$ cat config.mk
export PLATFORM = sky130hd
export DESIGN_NAME = mmio_io_ctrl_flat
export DESIGN_NICKNAME = d
export VERILOG_FILES = /design/src/rtl/mmio_io_ctrl_if.sv /design/src/rtl/mmio_io_ctrl.sv /design/src/flat_wrapper.sv
export SDC_FILE = /design/constraint.sdc
export NUM_CORES = 1
export LEC_CHECK = 0
export ABC_AREA = 1
export CAP_MARGIN = 10
export CORE_ASPECT_RATIO = 0.7
export CORE_MARGIN = 3
export CORE_UTILIZATION = 30
export DETAILED_ROUTE_END_ITERATION = 6
export PLACE_DENSITY = 0.63
export RECOVER_POWER = 100
export SLEW_MARGIN = 20
export SYNTH_ARGS = -nofsm -noshare
export SYNTH_HDL_FRONTEND = slang
export SYNTH_SLANG_ARGS = --single-unit
$ cat constraint.sdc
create_clock -name clock -period 3.5 [get_ports clock]
set_clock_uncertainty 0.2 [all_clocks]
set_input_delay 0.35 -clock clock [delete_from_list [all_inputs] [get_ports clock]]
set_output_delay 0.35 -clock clock [all_outputs]
set_load 0.05 [all_outputs]
$ cat src/rtl/mmio_io_ctrl_if.sv
// CPU data-port bus between the core and the memory-mapped I/O controller.
// Also carries the interrupt handshake.
interface mmio_io_ctrl_if #(
    parameter int DATA_W = 8,
    parameter int ADDR_W = 8
);
    logic [ADDR_W-1:0] addr;
    logic [DATA_W-1:0] w_data;
    logic              w_en;
    logic              hit;
    logic [DATA_W-1:0] r_data;
    logic              cpu_int_en;
    logic              int_req;
    logic [DATA_W-1:0] int_vec;

    // CPU side drives the address, data and strobes.
    modport master (
        output addr, w_data, w_en, cpu_int_en,
        input  hit, r_data, int_req, int_vec
    );

    // Controller side decodes the window and raises interrupts.
    modport slave (
        input  addr, w_data, w_en, cpu_int_en,
        output hit, r_data, int_req, int_vec
    );
endinterface

$ cat src/rtl/mmio_io_ctrl.sv
// Memory-mapped I/O controller: N_GPIO byte-wide GPIO ports and an N_IRQ-source
// edge-triggered interrupt controller (mask, sticky pending, fixed priority,
// per-source vector, EOI via write to CAUSE).
module mmio_io_ctrl #(
    parameter int DATA_W    = 8,
    parameter int ADDR_W    = 8,
    parameter int BASE_ADDR = 'hE0,
    parameter int N_GPIO    = 2,
    parameter int N_IRQ     = 4
) (
    input  logic                       clock,
    input  logic                       reset,
    mmio_io_ctrl_if.slave              bus,
    output logic [N_GPIO*DATA_W-1:0]   gpio_out,
    input  logic [N_GPIO*DATA_W-1:0]   gpio_in,
    input  logic [N_IRQ-1:0]           irq_src
);

    localparam int WIN  = 4 + 2 * N_GPIO;
    localparam int ID_W = (N_IRQ > 1) ? $clog2(N_IRQ) : 1;

    localparam logic [0:0] ST_IDLE   = 1'b0;
    localparam logic [0:0] ST_ACTIVE = 1'b1;

    // Architectural registers
    logic [N_IRQ-1:0]         r_en;
    logic [N_IRQ-1:0]         r_pend;
    logic [DATA_W-1:0]        r_vec_base;
    logic [N_GPIO*DATA_W-1:0] r_gpio_out;
    logic [N_GPIO*DATA_W-1:0] r_sync1;
    logic [N_GPIO*DATA_W-1:0] r_sync2;
    logic [N_IRQ-1:0]         r_src_q;
    logic [0:0]               r_state;
    logic [ID_W-1:0]          r_id;
    logic                     r_int_req;
    logic [DATA_W-1:0]        r_int_vec;

    // Decode and datapath nets
    logic [ADDR_W-1:0]        w_off;
    logic                     w_hit;
    logic                     w_wr;
    logic                     w_wr_en;
    logic                     w_wr_pend;
    logic                     w_wr_vb;
    logic                     w_wr_cause;
    logic [N_IRQ-1:0]         w_set;
    logic [N_IRQ-1:0]         w_clr_w1c;
    logic [N_IRQ-1:0]         w_clr_svc;
    logic [N_IRQ-1:0]         w_ready;
    logic                     w_take;
    logic [ID_W-1:0]          w_sel_id;
    logic [DATA_W-1:0]        w_sel_vec;
    logic [DATA_W-1:0]        w_cause;
    logic [DATA_W-1:0]        w_rd;

    // Offset wraps for addresses below the base, so one compare covers both ends.
    assign w_off      = bus.addr - ADDR_W'(BASE_ADDR);
    assign w_hit      = (w_off < ADDR_W'(WIN));
    assign w_wr       = bus.w_en & w_hit;
    assign w_wr_en    = w_wr & (w_off == ADDR_W'(0));
    assign w_wr_pend  = w_wr & (w_off == ADDR_W'(1));
    assign w_wr_vb    = w_wr & (w_off == ADDR_W'(2));
    assign w_wr_cause = w_wr & (w_off == ADDR_W'(3));

    assign w_set     = irq_src & ~r_src_q;
    assign w_ready   = r_pend & r_en;
    assign w_take    = (r_state == ST_IDLE) & bus.cpu_int_en & (|w_ready);
    assign w_clr_w1c = w_wr_pend ? bus.w_data[N_IRQ-1:0] : '0;
    assign w_clr_svc = w_take ? (N_IRQ'(1) << w_sel_id) : '0;
    assign w_sel_vec = r_vec_base + (DATA_W'(w_sel_id) << 1);

    // Fixed priority: lowest-index enabled pending source wins.
    always_comb begin
        // NOTE: every always_comb output gets a default first so no path can infer a latch.
        w_sel_id = '0;
        for (int i = N_IRQ - 1; i >= 0; i--) begin
            if (w_ready[i]) begin
                w_sel_id = ID_W'(i);
            end
        end
    end

    // CAUSE view: active flag in the MSB, source id in the low bits.
    always_comb begin
        w_cause                = '0;
        w_cause[DATA_W-1]      = (r_state == ST_ACTIVE);
        w_cause[ID_W-1:0]      = r_id;
    end

    // Combinational read mux; anything outside the window reads 0.
    always_comb begin
        w_rd = '0;
        if (w_hit) begin
            if (w_off == ADDR_W'(0)) begin
                w_rd = DATA_W'(r_en);
            end else if (w_off == ADDR_W'(1)) begin
                w_rd = DATA_W'(r_pend);
            end else if (w_off == ADDR_W'(2)) begin
                w_rd = r_vec_base;
            end else if (w_off == ADDR_W'(3)) begin
                w_rd = w_cause;
            end
            for (int k = 0; k < N_GPIO; k++) begin
                if (w_off == ADDR_W'(4 + 2 * k)) begin
                    w_rd = r_gpio_out[k*DATA_W +: DATA_W];
                end
                if (w_off == ADDR_W'(5 + 2 * k)) begin
                    w_rd = r_sync2[k*DATA_W +: DATA_W];
                end
            end
        end
    end

    // Control registers: interrupt mask and vector base.
    always_ff @(posedge clock or posedge reset) begin
        // NOTE: state is updated with non-blocking assignments so every flop samples pre-edge values.
        if (reset) begin
            r_en       <= '0;
            r_vec_base <= '0;
        end else begin
            if (w_wr_en) begin
                r_en <= bus.w_data[N_IRQ-1:0];
            end
            if (w_wr_vb) begin
                r_vec_base <= bus.w_data;
            end
        end
    end

    // GPIO output registers, one byte lane per port.
    always_ff @(posedge clock or posedge reset) begin
        if (reset) begin
            r_gpio_out <= '0;
        end else if (w_wr) begin
            for (int k = 0; k < N_GPIO; k++) begin
                if (w_off == ADDR_W'(4 + 2 * k)) begin
                    r_gpio_out[k*DATA_W +: DATA_W] <= bus.w_data;
                end
            end
        end
    end

    // Two-flop synchroniser on the asynchronous GPIO inputs.
    always_ff @(posedge clock or posedge reset) begin
        if (reset) begin
            r_sync1 <= '0;
            r_sync2 <= '0;
        end else begin
            r_sync1 <= gpio_in;
            r_sync2 <= r_sync1;
        end
    end

    // Source history and sticky pending bits; a new edge beats any clear in the same cycle.
    always_ff @(posedge clock or posedge reset) begin
        if (reset) begin
            r_src_q <= '0;
            r_pend  <= '0;
        end else begin
            r_src_q <= irq_src;
            r_pend  <= (r_pend & ~w_clr_w1c & ~w_clr_svc) | w_set;
        end
    end

    // Service FSM: issue one request, latch id/vector, wait for EOI.
    always_ff @(posedge clock or posedge reset) begin
        if (reset) begin
            r_state   <= ST_IDLE;
            r_int_req <= 1'b0;
            r_id      <= '0;
            r_int_vec <= '0;
        end else begin
            r_int_req <= 1'b0;
            case (r_state)
                ST_IDLE: begin
                    if (w_take) begin
                        r_int_req <= 1'b1;
                        r_id      <= w_sel_id;
                        r_int_vec <= w_sel_vec;
                        r_state   <= ST_ACTIVE;
                    end
                end
                ST_ACTIVE: begin
                    if (w_wr_cause) begin
                        r_id    <= '0;
                        r_state <= ST_IDLE;
                    end
                end
                default: r_state <= ST_IDLE;
            endcase
        end
    end

    assign bus.hit     = w_hit;
    assign bus.r_data  = w_rd;
    assign bus.int_req = r_int_req;
    assign bus.int_vec = r_int_vec;
    assign gpio_out    = r_gpio_out;

endmodule

$ cat src/flat_wrapper.sv
// flat-port wrapper written by rule: the top's interface ports become plain ports
module mmio_io_ctrl_flat 
#(
    parameter int DATA_W    = 8,
    parameter int ADDR_W    = 8,
    parameter int BASE_ADDR = 'hE0,
    parameter int N_GPIO    = 2,
    parameter int N_IRQ     = 4
)
  (clock, reset, gpio_out, gpio_in, irq_src, bus_addr, bus_w_data, bus_w_en, bus_cpu_int_en, bus_hit, bus_r_data, bus_int_req, bus_int_vec);
  mmio_io_ctrl_if #(.DATA_W(DATA_W), .ADDR_W(ADDR_W)) bus_i ();
  input  logic clock;
  input  logic reset;
  output logic [N_GPIO*DATA_W-1:0] gpio_out;
  input  logic [N_GPIO*DATA_W-1:0] gpio_in;
  input  logic [N_IRQ-1:0] irq_src;
  input wire logic [$bits(bus_i.addr)-1:0] bus_addr;
  input wire logic [$bits(bus_i.w_data)-1:0] bus_w_data;
  input wire logic [$bits(bus_i.w_en)-1:0] bus_w_en;
  input wire logic [$bits(bus_i.cpu_int_en)-1:0] bus_cpu_int_en;
  output wire logic [$bits(bus_i.hit)-1:0] bus_hit;
  output wire logic [$bits(bus_i.r_data)-1:0] bus_r_data;
  output wire logic [$bits(bus_i.int_req)-1:0] bus_int_req;
  output wire logic [$bits(bus_i.int_vec)-1:0] bus_int_vec;
  assign bus_i.addr = bus_addr;
  assign bus_i.w_data = bus_w_data;
  assign bus_i.w_en = bus_w_en;
  assign bus_i.cpu_int_en = bus_cpu_int_en;
  assign bus_hit = bus_i.hit;
  assign bus_r_data = bus_i.r_data;
  assign bus_int_req = bus_i.int_req;
  assign bus_int_vec = bus_i.int_vec;
  mmio_io_ctrl #(.DATA_W(DATA_W), .ADDR_W(ADDR_W), .BASE_ADDR(BASE_ADDR), .N_GPIO(N_GPIO), .N_IRQ(N_IRQ)) u_core (.clock(clock), .reset(reset), .bus(bus_i), .gpio_out(gpio_out), .gpio_in(gpio_in), .irq_src(irq_src));
endmodule
Yosys cells after proc, flatten, opt, wreduce, memory -nomap -nowiden
Index checks and enable logic that the tools add are counted.

Register bits: 80. Latch bits: 0. Memory bits (writable): 0. ROM bits: 0. Input bits: 40. Output and inout port bits: 34. Word-level logic and storage cells: 69. Memories kept: 0.

Add/subtract/negate cells: 2. $mul: 0. Divide/modulo/power cells: 0. Order comparisons: 1. Eq/ne operators: 9. Shift operators: 1. Multiplexer cells: 22. Bitwise operators: 16. Reduce and logical (&&, ||, !) cells: 6.

Operators with widths (number): 8-bit 2-to-1 mux (9); 8-bit by 3-bit == test with 1-bit output (second input constant) (4); 4-bit bitwise AND (4); 8-bit by 2-bit == test with 1-bit output (second input constant) (2); 2-bit 2-to-1 mux (6); 4-bit inverter (3); 8-bit by 3-bit adder with 8-bit output (1); 8-bit by 1-bit == test with 1-bit output (second input constant) (1); 8-bit logical NOT (1); 8-bit by 4-bit less-than comparator with 1-bit output (second input constant) (1); 4-bit 2-to-1 mux (2); 2-bit AND reduction (4); 8-bit subtractor (second input constant) (1); 1-bit bitwise AND (7); 4-bit bitwise OR (1); 2-bit case mux with 2 select lines (1); 4-bit OR reduction (1); 1-bit by 2-bit << shifter with 4-bit output (first input constant) (1); 1-bit 2-to-1 mux (3); 2-bit by 1-bit != test with 1-bit output (second input constant) (1); 2-bit != test (second input constant) (1); 1-bit case mux with 2 select lines (1); 1-bit inverter (1).

Logic depth before layout (Yosys ltp)
Word-level depth: 11. Gate-level depth with buffers: 13. Gate-level depth less buffers: 12.

Least setup slack after synthesis
OpenSTA, ideal clock, no wires.

Path type: input port to output port. From: in bus_addr[5]. To: out bus_r_data[4]. Arrival: 2.381 ns. Required time: 2.950 ns. Path slack: 0.569 ns. Stages on the path: 9. Buffers on the path: 1. Path through: ha_1 -> nor2_1 -> nand2_1 -> nor2_4 -> inv_2 -> nor2_8 -> nand3_4 -> buf_2 -> a31oi_1.

Cells in the longest elaborated chain, start to end: 10. Elaborated cells between the ends (all ways): 17. Classes of those cells: 1 x add/sub; 1 x order compare; 6 x eq/ne; 8 x mux; 1 x reduce/logical.

RTL lines: from (decl) (line flat_wrapper.sv:17) `input wire logic [$bits(bus_i.addr)-1:0] bus_addr;`; 8-bit subtractor (*) (line mmio_io_ctrl.sv:57) `assign w_off = bus.addr - ADDR_W'(BASE_ADDR);`; 8-bit by 2-bit == test with 1-bit output (line mmio_io_ctrl.sv:98) `end else if (w_off == ADDR_W'(2)) begin`; 8-bit 2-to-1 mux (line mmio_io_ctrl.sv:98); 8-bit 2-to-1 mux (line mmio_io_ctrl.sv:96) `end else if (w_off == ADDR_W'(1)) begin`; 8-bit 2-to-1 mux (line mmio_io_ctrl.sv:94) `if (w_off == ADDR_W'(0)) begin`; 8-bit 2-to-1 mux (line mmio_io_ctrl.sv:104) `if (w_off == ADDR_W'(4 + 2 * k)) begin`; 8-bit 2-to-1 mux (line mmio_io_ctrl.sv:107) `if (w_off == ADDR_W'(5 + 2 * k)) begin`; 8-bit 2-to-1 mux (line mmio_io_ctrl.sv:104); 8-bit 2-to-1 mux (line mmio_io_ctrl.sv:107); 8-bit 2-to-1 mux (*) (line mmio_io_ctrl.sv:93) `if (w_hit) begin`; to (decl) (line flat_wrapper.sv:22) `output wire logic [$bits(bus_i.r_data)-1:0] bus_r_data;`.

Mark *: on every way between the ends. The rest lies on a longest branch, timed or not.

Worst setup path in the final report
From: in bus_addr[5]. To: out bus_r_data[3].

The elaborated chain is that of the path after synthesis.

==> impl_metrics.env <==
export IMPL_critPathRequiredTime_ns=2.95
export IMPL_clock_latency_ns=0.34
export IMPL_grt_overflow=0
export IMPL_cts_setup_buffers=0
export IMPL_grt_first_pass_wirelength_um=14900
export IMPL_start_util=0.315
export IMPL_drive_gt1_frac=0.0926
export IMPL_rr_startpoint="u_core.r_en[2]"
export IMPL_synth_cell_types=36
export IMPL_grtUsageTotal=0.145
export IMPL_tritoncts="done"
export IMPL_finalHoldViolCount=0
export IMPL_yosysMostFrequentCell="nand2_1"
export IMPL_post_route_period_util=0.931
export IMPL_wl_per_cell_um=14.5
export IMPL_vias_per_cell=4.63
export IMPL_grt_setup_unrepaired="false"
export IMPL_status="finished, final reports clean"
export IMPL_syn_avg_cell_area_um2=9.16
export IMPL_crit_chain="clkdlybuf4s50_1 -> ha_1 -> nor2_1 -> nand2_1 -> nor2_4 -> inv_1 -> nor2_8 -> nand3_4 -> o21ai_0 -> inv_1 -> a21oi_1 -> buf_12"
export IMPL_hp_class="register to register"
export IMPL_slew_headroom=0.359
export IMPL_clock_path_buffers=2
export IMPL_dp_hpwl_um=6940
export IMPL_synth_seq_area_share=0.564
export IMPL_synthFlopType="dfrtp_1"
export IMPL_synth_largest_area_cell="dfrtp_1"
export IMPL_gp_congestion=0.848
export IMPL_crit_fanout=16
export IMPL_slew_violations=0
export IMPL_grt_pass1_vias=2857
export IMPL_syn_inst=388
export IMPL_rows=32
export IMPL_synthToLayoutAreaGrowth_pct=35.1
export IMPL_die_w_um=136
export IMPL_via_count=2909
export IMPL_synthTopCellsByCount="nand2_1, dfrtp_1, inv_1, o21ai_1, nand3_1"
export IMPL_hold_start="u_core.r_sync1[9]"
export IMPL_cp_end_kind="primary output"
export IMPL_numCtsBuffers=9
export IMPL_powerDensity_mw_per_mm2=456
export IMPL_start_kind="primary input"
export IMPL_clock_tree_root_cell="clkbuf_16"
export IMPL_yosys_top_cells_area="dfrtp_1, nand2_1, inv_1"
export IMPL_final_nets=514
export IMPL_drv_cap=0
export IMPL_ant_nets=0
export IMPL_max_stage_delay_ns=0.43
export IMPL_setup_viol=0
export IMPL_port_buffers=73
export IMPL_synth_top_cell_area_share=0.564
export IMPL_clkSinkCount=80
export IMPL_async_flop_share=1.00
export IMPL_ir_worst_vdd_mv=0.253
export IMPL_synth_edff_count=0
export IMPL_io_pins=74
export IMPL_die_area_mm2=0.0132
export IMPL_wirelength_um=9080
export IMPL_worstMarginPinSlew_ns=0.961
export IMPL_layout_min_cycle_time_ns=3.26
export IMPL_crit_top_cell="inv_1"
export IMPL_syn_area_mm2=0.00355
export IMPL_worstSetupStartpoint="bus_addr[5]"
export IMPL_insertedDiodeCount=0
export IMPL_antenna_found_initial=0
export IMPL_die_h_um=97.0
export IMPL_ys_warn_count=0
export IMPL_first_iter_violations=185
export IMPL_tns_ns=0
export IMPL_cp_slowest_cell="clkdlybuf4s50_1"
export IMPL_clkTransAtPathRegs_ns=0.06
export IMPL_grt_max_degree=40
export IMPL_max_freq_mhz=307
export IMPL_hold_ws_ns=0.143
export IMPL_synth_ff_latch_count=80
export IMPL_cellLeakagePower_nw=2.30
export IMPL_synth_nets=432
export IMPL_htreeDepth=3
export IMPL_worstPathArrival_ns=2.71
export IMPL_design_core_area_mm2=0.0113
export IMPL_drcViolationCount=0
export IMPL_drt_first_pass_iters=5
export IMPL_critical_path_class="primary input to primary output"
-- cells in the final DEF, fill, tap and decap left out, drive strengths merged --
cell,n
o22ai,3
nand3b,1
or2,2
bufinv,2
dlygate4sd3,47
inv,65
xor2,4
nor3,3
clkdlybuf4s50,18
fa,1
nor2,27
nand3,22
a21oi,9
ha,3
o2111ai,1
nand4,13
dfrtp,80
a31oi,3
buf,10
nor4,1
clkbuf,16
o211ai,2
nand2,92
o21ai,48
and3,1
clkinv,1
-- metal layers --
metal | up-vias | global-route usage | wire length, um | part of all wire
met1 | 1376 | 0.217 | 4540 | 0.50
met4 | 0 | 0.0356 | 97 | 0.011
li1 | 1411 | - | - | -
met5 | - | 0 | 0 | 0
met3 | 11 | 0.0452 | 610 | 0.067
met2 | 111 | 0.203 | 3830 | 0.42
-- where the power goes --
part,total [W],internal [W],leakage (nW),switching [W]
Clock,0.00105,0.000684,0.169,0.000367
Combinational,0.000162,0.0000617,1.13,0.000100
Sequential,0.000976,0.000958,1.00,0.0000177
-- registers in the layout (all words and copies together), names as in the netlist --
name,cells
u_core.r_pend,4
u_core.bus.int_req,1
u_core.r_src_q,4
u_core.gpio_out,16
u_core.r_en,4
u_core.r_state,1
u_core.r_vec_base,8
u_core.r_id,2
u_core.bus.int_vec,8
u_core.r_sync2,16
u_core.r_sync1,16
-- critical path, delay by kind of cell --
kind	cells	cell delay (ns)
and+or+nand+nor	5	0.81
adders and majority gates	1	0.30
buffers and inverters	4	0.85
AOI/OAI and AO/OA	2	0.39
-- cell type report --
cell class / instances / area, um2
Fill cell: 1101 / 6490
Clock inverter: 4 / 73.8
Inverter: 64 / 240
Timing Repair Buffer: 79 / 832
Clock buffer: 12 / 267
Sequential cell: 80 / 2000
Multi-Input combinational cell: 236 / 1190
Tap cell: 153 / 191
-- logic make-up after synthesis --
| family | after synthesis | share of synthesized area |
|---|---|---|
| flops | 80 | 0.564 |
| compound gates | 66 | 0.106 |
| fa+ha+maj | 4 | 0.0162 |
| simple gates | 162 | 0.221 |
| buf+inv | 72 | 0.0835 |
| xor+xnor | 4 | 0.00986 |
-- timing repair --
item | 4_1_cts | 5_1_grt
hold buffers | 1 | 0
endpoints found under the hold margin | 3 | 0
gates resized for setup | 0 | 0
-- path summary, 6_finish.rpt --
kind / slack [ns] / end / cells past startpoint
max reg2reg: 1.01 / u_core.bus.int_vec[7] / 12
min: 0.14 / u_core.r_sync2[9] / 0
min in group asynchronous: 0.68 / u_core.r_sync1[8] / 3
max in group asynchronous: 1.27 / u_core.bus.int_vec[3] / 4
min reg2reg: 0.14 / u_core.r_sync2[9] / 0
max: 0.24 / bus_r_data[3] / 12
-- through the flow --
step	instance area (um2)	instances	util	setup slack (ns)	total power [W]
6_report	4800	628	0.425	0.241	0.00219
5_1_grt	4800	628	0.425	0.0316	0.00226
4_1_cts	4880	628	0.433	0.236	0.00223
3_5_place_dp	4530	611	0.401	0.242	0.00117
3_3_place_gp	4530	611	0.401	0.351	0.00116
2_1_floorplan	3550	388	-	0.569	0.00107
(Power assumes the default switching activity.)
